===== config.mk =====
export PLATFORM = sky130hd
export DESIGN_NAME = uart_tx_arbiter
export DESIGN_NICKNAME = d
export VERILOG_FILES = /design/src/rtl/uart_tx_arbiter.sv
export SDC_FILE = /design/constraint.sdc
export NUM_CORES = 1
export LEC_CHECK = 0
export ABC_AREA = 1
export CORE_UTILIZATION = 46
export DETAILED_ROUTE_END_ITERATION = 7
export GPL_ROUTABILITY_DRIVEN = 1
export GPL_TIMING_DRIVEN = 1
export PLACE_DENSITY_LB_ADDON = 0.12
export SYNTH_ARGS = -nofsm -noshare
export SYNTH_HDL_FRONTEND = slang
export SYNTH_SLANG_ARGS = --single-unit

===== constraint.sdc =====
create_clock -name clk -period 3.65 [get_ports clk]
set_clock_uncertainty 0.15 [all_clocks]
set_input_delay 0.73 -clock clk [delete_from_list [all_inputs] [get_ports clk]]
set_output_delay 0.73 -clock clk [all_outputs]
set_load 0.05 [all_outputs]

===== src/rtl/uart_tx_arbiter.sv =====
// uart_tx_arbiter: round-robin arbiter that lets NUM_REQ requesters share one
// UART transmitter. A requester's byte is latched on grant and handed to the
// transmitter with a one-cycle tx_start. The completion is reported back with cmp.
// Optional feature: define UART_ARB_TIMEOUT_EN to add a watchdog that abandons
// a frame if tx_done does not arrive within TIMEOUT_CYCLES clocks.
module uart_tx_arbiter #(
    parameter int NUM_REQ        = 4,
    parameter int FRAME_WIDTH    = 8,
    parameter int TIMEOUT_CYCLES = 120000
) (
    input  logic                           clk,
    input  logic                           rst,
    input  logic [NUM_REQ-1:0]             req,
    input  logic [NUM_REQ*FRAME_WIDTH-1:0] req_data,
    output logic [NUM_REQ-1:0]             gnt,
    output logic [NUM_REQ-1:0]             cmp,
    output logic                           tx_start,
    output logic [FRAME_WIDTH-1:0]         tx_data,
    input  logic                           tx_busy,
    input  logic                           tx_done,
    output logic [$clog2(NUM_REQ)-1:0]     owner,
    output logic                           active,
    output logic                           timeout_err
);

    localparam int OW = $clog2(NUM_REQ);

    typedef enum logic {
        IDLE = 1'b0,
        SEND = 1'b1
    } state_t;

    state_t                 state;
    logic [OW-1:0]          ptr;
    logic [OW-1:0]          sel;
    logic                   sel_valid;
    logic [FRAME_WIDTH-1:0] req_bytes [NUM_REQ];

`ifdef UART_ARB_TIMEOUT_EN
    localparam int CW = $clog2(TIMEOUT_CYCLES + 1);
    logic [CW-1:0] tmo_cnt;
`endif

    // Split the flat request data bus into one byte per requester.
    always_comb begin
        for (int i = 0; i < NUM_REQ; i++) begin
            req_bytes[i] = req_data[i*FRAME_WIDTH +: FRAME_WIDTH];
        end
    end

    // Round-robin search: first set req bit starting just after the last owner.
    always_comb begin
        logic [OW-1:0] idx;
        idx       = '0;
        sel       = '0;
        sel_valid = 1'b0;
        for (int k = 1; k <= NUM_REQ; k++) begin
            idx = OW'((int'(ptr) + k) % NUM_REQ);
            if (!sel_valid && req[idx]) begin
                sel       = idx;
                sel_valid = 1'b1;
            end
        end
    end

    // Arbitration FSM; every output is a register, pulses default back to 0.
    always_ff @(posedge clk or negedge rst) begin
        if (!rst) begin
            state    <= IDLE;
            gnt      <= '0;
            cmp      <= '0;
            tx_start <= 1'b0;
            tx_data  <= '0;
            owner    <= '0;
            active   <= 1'b0;
            ptr      <= OW'(NUM_REQ - 1);
`ifdef UART_ARB_TIMEOUT_EN
            timeout_err <= 1'b0;
            tmo_cnt     <= '0;
`endif
        end else begin
            gnt      <= '0;
            cmp      <= '0;
            tx_start <= 1'b0;
`ifdef UART_ARB_TIMEOUT_EN
            timeout_err <= 1'b0;
`endif
            case (state)
                IDLE: begin
                    if (sel_valid && !tx_busy) begin
                        tx_data  <= req_bytes[sel];
                        owner    <= sel;
                        gnt      <= NUM_REQ'(1) << sel;
                        tx_start <= 1'b1;
                        active   <= 1'b1;
                        state    <= SEND;
`ifdef UART_ARB_TIMEOUT_EN
                        tmo_cnt  <= '0;
`endif
                    end
                end
                SEND: begin
                    if (tx_done) begin
                        cmp    <= NUM_REQ'(1) << owner;
                        ptr    <= owner;
                        active <= 1'b0;
                        state  <= IDLE;
                    end
`ifdef UART_ARB_TIMEOUT_EN
                    else if (tmo_cnt == CW'(TIMEOUT_CYCLES - 1)) begin
                        timeout_err <= 1'b1;
                        ptr         <= owner;
                        active      <= 1'b0;
                        state       <= IDLE;
                    end else begin
                        tmo_cnt <= tmo_cnt + CW'(1);
                    end
`endif
                end
                default: state <= IDLE;
            endcase
        end
    end

`ifndef UART_ARB_TIMEOUT_EN
    // Without the watchdog the error flag can never fire; TIMEOUT_CYCLES is
    // always positive, so this comparison is a constant 0.
    assign timeout_err = (TIMEOUT_CYCLES < 0);
`endif

endmodule


Word level (Yosys, flattened, before mapping)
Index checks and enable logic that the tools add are counted.
- add/sub/neg operators: 4
- $lt $le $gt $ge: 5
- equal/unequal tests: 2
- shift-type cells: 2
- muxes and demuxes: 30
- bitwise logic cells: 2
- reduce and logical (&&, ||, !) cells: 11
- operators by type and width (kind ; count):
    8-bit binary-select mux with 2-bit select ; 1
    4-bit 2-to-1 mux ; 4
    8-bit 2-to-1 mux ; 2
    1-bit 2-to-1 mux ; 13
    2-bit by 3-bit less-than comparator with 1-bit output, second input constant ; 4
    1-bit binary-select mux with 2-bit select ; 4
    2-bit 2-to-1 mux ; 4
    1-bit by 2-bit left shift with 4-bit output, first input constant ; 2
    2-bit AND reduction ; 3
    2-bit by 1-bit adder with 2-bit output, second input constant ; 2
    2-bit adder, second input constant ; 2
    1-bit logical AND ; 4
    1-bit zero test ; 4
    2-bit != test, second input constant ; 2
    1-bit case mux with 2 select lines ; 2
    3-bit greater-or-equal comparator, second input constant ; 1
    2-bit NOT with 3-bit output ; 1
    1-bit NOT ; 1
- bits in registers: 23
- input bits: 40

Depth between registers and ports, before layout
- depth in word-level cells: 17
- mapped depth: 16
- mapped depth without buffers: 13

Worst setup path after synthesis
OpenSTA, ideal clock, no wires.
- kind: register to register
- start: register ptr[0]
- end: register tx_data[7]
- arrival: 1.814 ns
- setup slack: 1.569 ns
- stages on the path, launching flop included: 15
- period minus slack after synthesis: 2.081 ns
- path through: dfstp_2 -> buf_6 -> inv_2 -> buf_6 -> nand2_2 -> nand2_2 -> nand2_2 -> nand2_4 -> nor2_8 -> nand3b_1 -> nand2_2 -> inv_2 -> or2_1 -> nand2_1 -> nor2_1
- word-level cells in the longest chain between the ends: 17
- elaborated cells on any way between the ends: 32
- those cells by class: add/sub (4); mux (19); bitwise (1); reduce/logical (8)
- ends and longest elaborated chain (what ; RTL line ; source):
    from (decl) ; 34 ; logic [OW-1:0] ptr;
    from (signal assigned) ; 76 ; ptr <= OW'(NUM_REQ - 1);
    from (signal assigned) ; 105 ; ptr <= owner;
    2-bit by 1-bit adder with 2-bit output ; 58 ; idx = OW'((int'(ptr) + k) % NUM_REQ);
    1-bit binary-select mux with 2-bit select ; 59 ; if (!sel_valid && req[idx]) begin
    1-bit 2-to-1 mux (not written as such) ; 59 ;
    1-bit 2-to-1 mux ; 59 ;
    1-bit zero test ; 59 ;
    1-bit logical AND ; 59 ;
    1-bit 2-to-1 mux ; 59 ;
    1-bit zero test ; 59 ;
    1-bit logical AND ; 59 ;
    1-bit 2-to-1 mux ; 59 ;
    1-bit zero test ; 59 ;
    1-bit logical AND ; 59 ;
    2-bit 2-to-1 mux ; 59 ;
    2-bit NOT with 3-bit output (not written as such) ; 91 ; tx_data <= req_bytes[sel];
    8-bit binary-select mux with 2-bit select ; 91 ;
    8-bit 2-to-1 mux (not written as such) (2 in a row) ; 91 ;
    to (signal assigned) ; 91 ;
    to (decl) ; 18 ; output logic [FRAME_WIDTH-1:0] tx_data,
Several ways; a longest one is shown, not always the timed one. The select of a mux whose other input is x is not followed.
A chain may end at the register's enable or synchronous reset.

Worst setup path in the final report
- start: input port req[1]
- end: register tx_data[2]
- word-level cells in the longest chain between the ends: 16
- elaborated cells on any way between the ends: 28
- those cells by class: mux (19); bitwise (1); reduce/logical (8)
- ends and longest elaborated chain (what ; RTL line ; source):
    from (decl) ; 13 ; input logic [NUM_REQ-1:0] req,
    1-bit binary-select mux with 2-bit select ; 59 ;
    1-bit 2-to-1 mux (not written as such) ; 59 ;
    1-bit 2-to-1 mux ; 59 ;
    1-bit zero test ; 59 ;
    1-bit logical AND ; 59 ;
    1-bit 2-to-1 mux ; 59 ;
    1-bit zero test ; 59 ;
    1-bit logical AND ; 59 ;
    1-bit 2-to-1 mux ; 59 ;
    1-bit zero test ; 59 ;
    1-bit logical AND ; 59 ;
    2-bit 2-to-1 mux ; 59 ;
    2-bit NOT with 3-bit output (not written as such) ; 91 ;
    8-bit binary-select mux with 2-bit select ; 91 ;
    8-bit 2-to-1 mux (not written as such) (2 in a row) ; 91 ;
Several ways; a longest one is shown, not always the timed one. The select of a mux whose other input is x is not followed.

==> impl_metrics.toml <==
[synthesis]
synth_top_area_share = 0.347
synth_seq_area_share = 0.382
synthFlopType = "dfrtp_1"
synthCells = 200
ys_top_cells_by_area = "dfrtp_1 (35%), nand2_1 (14%), nand4_1 (7.4%)"
synth_area_per_cell_um2 = 7.57
syn_area_um2 = 1510
synth-async-reset-ratio = 1.00
ys_top_cells_by_count = "nand2_1 (58), nor2_1 (24), dfrtp_1 (21)"
synth_edf_count = 0
yosysWarnings = 0
syn-num-nets = 240
synth.most_common_cell = "nand2_1"
netlist-cell-type-count = 27
synth_seq_cells = 23
synth_area_leader_cell = "dfrtp_1"

[timing]
setup_viol = 0
final_hold_viol_count = 0
rsz0062_at_grt = "no"
max_freq_mhz = 393
relSlewSlack = 0.334
fin_crit_ns = 2.55
timing.final.max_slew_violations = 0
period_share = 0.698
finalSetupTns_ns = 0
tightest_slew_ns = 0.995

[grt]
grt_usage = 0.206
grt_max_degree = 24
grt_pass1_vias = 1336
antenna_found_initial = 0
grt-ovfl-total = 0
grt_pass1_wl_mm = 5.67

[pwr]
power_density_nw_per_um2 = 1020
vdd.ir_drop.worst_mv = 0.540
p_total_mw = 2.18
p_leak_nw = 0.987

[floorplan]
start_util = 0.492
die_h_um = 59.4
dieArea_um2 = 3520
rows = 20
die_w_um = 59.4
core_area_um2 = 3080
ios = 61

[place]
place.gp.congestion = 0.875
dp_hpwl_mm = 2.69
portBuffers = 59

[clock_tree]
postCtsSetupBuffers = 0
cts_tree = "built"
cts_sinks = 23
clockBufferDepth = 2
cts_root_buffer = "clkbuf_4"
postCtsHoldBufs = 0
htree_levels = 1
cts_inserted_buffers = 3
clk_pin_slew_ns = 0.14
post_cts_resized = 0
clk_latency_ns = 0.31

[run_status]
status = "finished clean"

[cells_and_area]
layout-drive-gt1-share = 0.117
nets = 297
diodes = 0
area_growth_pct = 40.7

[routing]
num_vias = 1492
wl_mm = 3.47
drtIter0Drc = 62
ant_nets = 0
first_pass_iters = 4
viasPerCell = 4.97
drc = 0
avgRoutedWirePerCell_um = 11.6

[setup_path]
critPathKind = "in2reg"
cp.arrival_ns = 2.61
worstPathMaxFanout = 19
endpoint_kind = "flop"
critPathLaunchType = "primary input"
cp.required_ns = 3.71

[min_path]
hold_class = "reg2reg"

[run]
cap_violations = 0
where the power goes:
part / total [mW] / leakage (nW) / internal [mW] / switching [mW]
sequential: 0.450 / 0.280 / 0.371 / 0.0789
clock: 0.123 / 0.0139 / 0.0416 / 0.0810
combinational: 1.61 / 0.693 / 0.522 / 1.09
total: 2.18 / 0.987 / 0.935 / 1.25
metrics by stage:
| step | util | cells | hold slack, ns | area (um2) | setup slack (ns) |
|---|---|---|---|---|---|
| 2_1_floorplan | - | 200 | 0.284 | 1510 | 1.57 |
| 3_3_place_gp | 0.683 | 296 | 0.317 | 2100 | 0.856 |
| 3_5_place_dp | 0.683 | 296 | 0.323 | 2100 | 0.783 |
| 4_1_cts | 0.692 | 300 | 0.361 | 2130 | 1.10 |
| 5_1_grt | 0.692 | 300 | 0.401 | 2130 | 0.907 |
| 6_report | 0.692 | 300 | 0.362 | 2130 | 1.10 |
final timing paths:
check	startpoint	end	slack, ns	cells past startpoint
max in group asynchronous	rst	tx_data[2]	1.95	1
max reg2reg	ptr[0]	tx_data[2]	1.14	13
min	active	active	0.36	2
min reg2reg	active	active	0.36	2
min in group asynchronous	rst	cmp[3]	0.80	1
max	req[1]	tx_data[2]	1.10	12
state kept, by name, indices dropped and copies added, names as in the netlist:
| signal | cells |
|---|---|
| gnt | 4 |
| active | 1 |
| tx_data | 8 |
| tx_start | 1 |
| cmp | 4 |
| owner | 2 |
| ptr | 2 |
| state | 1 |
logic make-up after synthesis:
group                  Yosys count  synth area share
AOI/OAI and AO/OA                9            0.0413
buffers and inverters           23            0.0785
DFF                             23             0.382
and+or+nand+nor                144             0.496
other                            1           0.00248
cells in the final DEF, fill, tap and decap left out:
cell type and count:
a21boi_1 1, nand3b_1 2, or2_0 5, o21ai_0 4, clkinv_1 1, nand2_1 58
clkbuf_4 3, or2_1 3, clkdlybuf4s50_1 59, dfstp_2 2, nand2_2 11, nand3_4 2
inv_1 12, o21ai_1 2, nand4_4 1, dfrtp_1 21, conb_1 1, inv_2 3
a21oi_4 1, clkinvlp_4 1, nand2_4 4, nand4_1 18, nor3_1 2, nor2_8 1
o21ai_2 1, nand3_1 13, nor2_1 24
worst max-delay path, cell delays in order:
cell	delay, ns
clkdlybuf4s50_1	0.51
inv_1	0.06
nand2_1	0.08
nand3_1	0.12
nand2_4	0.13
nand4_1	0.10
nand2_2	0.30
nand3_4	0.26
nand2_1	0.12
nand3_1	0.08
nand2_1	0.08
nor2_1	0.04
layer usage:
metal,GRT usage,share of wire,vias up
met5,0,0,-
met4,0.0306,0.0078,0
met2,0.352,0.47,45
met3,0.0131,0.043,2
li1,-,-,759
met1,0.292,0.48,686
area by class of cell:
cell class / instances / area (um2)
timing repair buffer: 59 / 591
multi-input combinational: 154 / 817
tap: 44 / 55.1
clock buffer: 3 / 22.5
fill: 283 / 947
sequential: 23 / 578
inverter: 16 / 60.1
clock inverter: 1 / 7.51
Power figures use the tool's default switching activity.
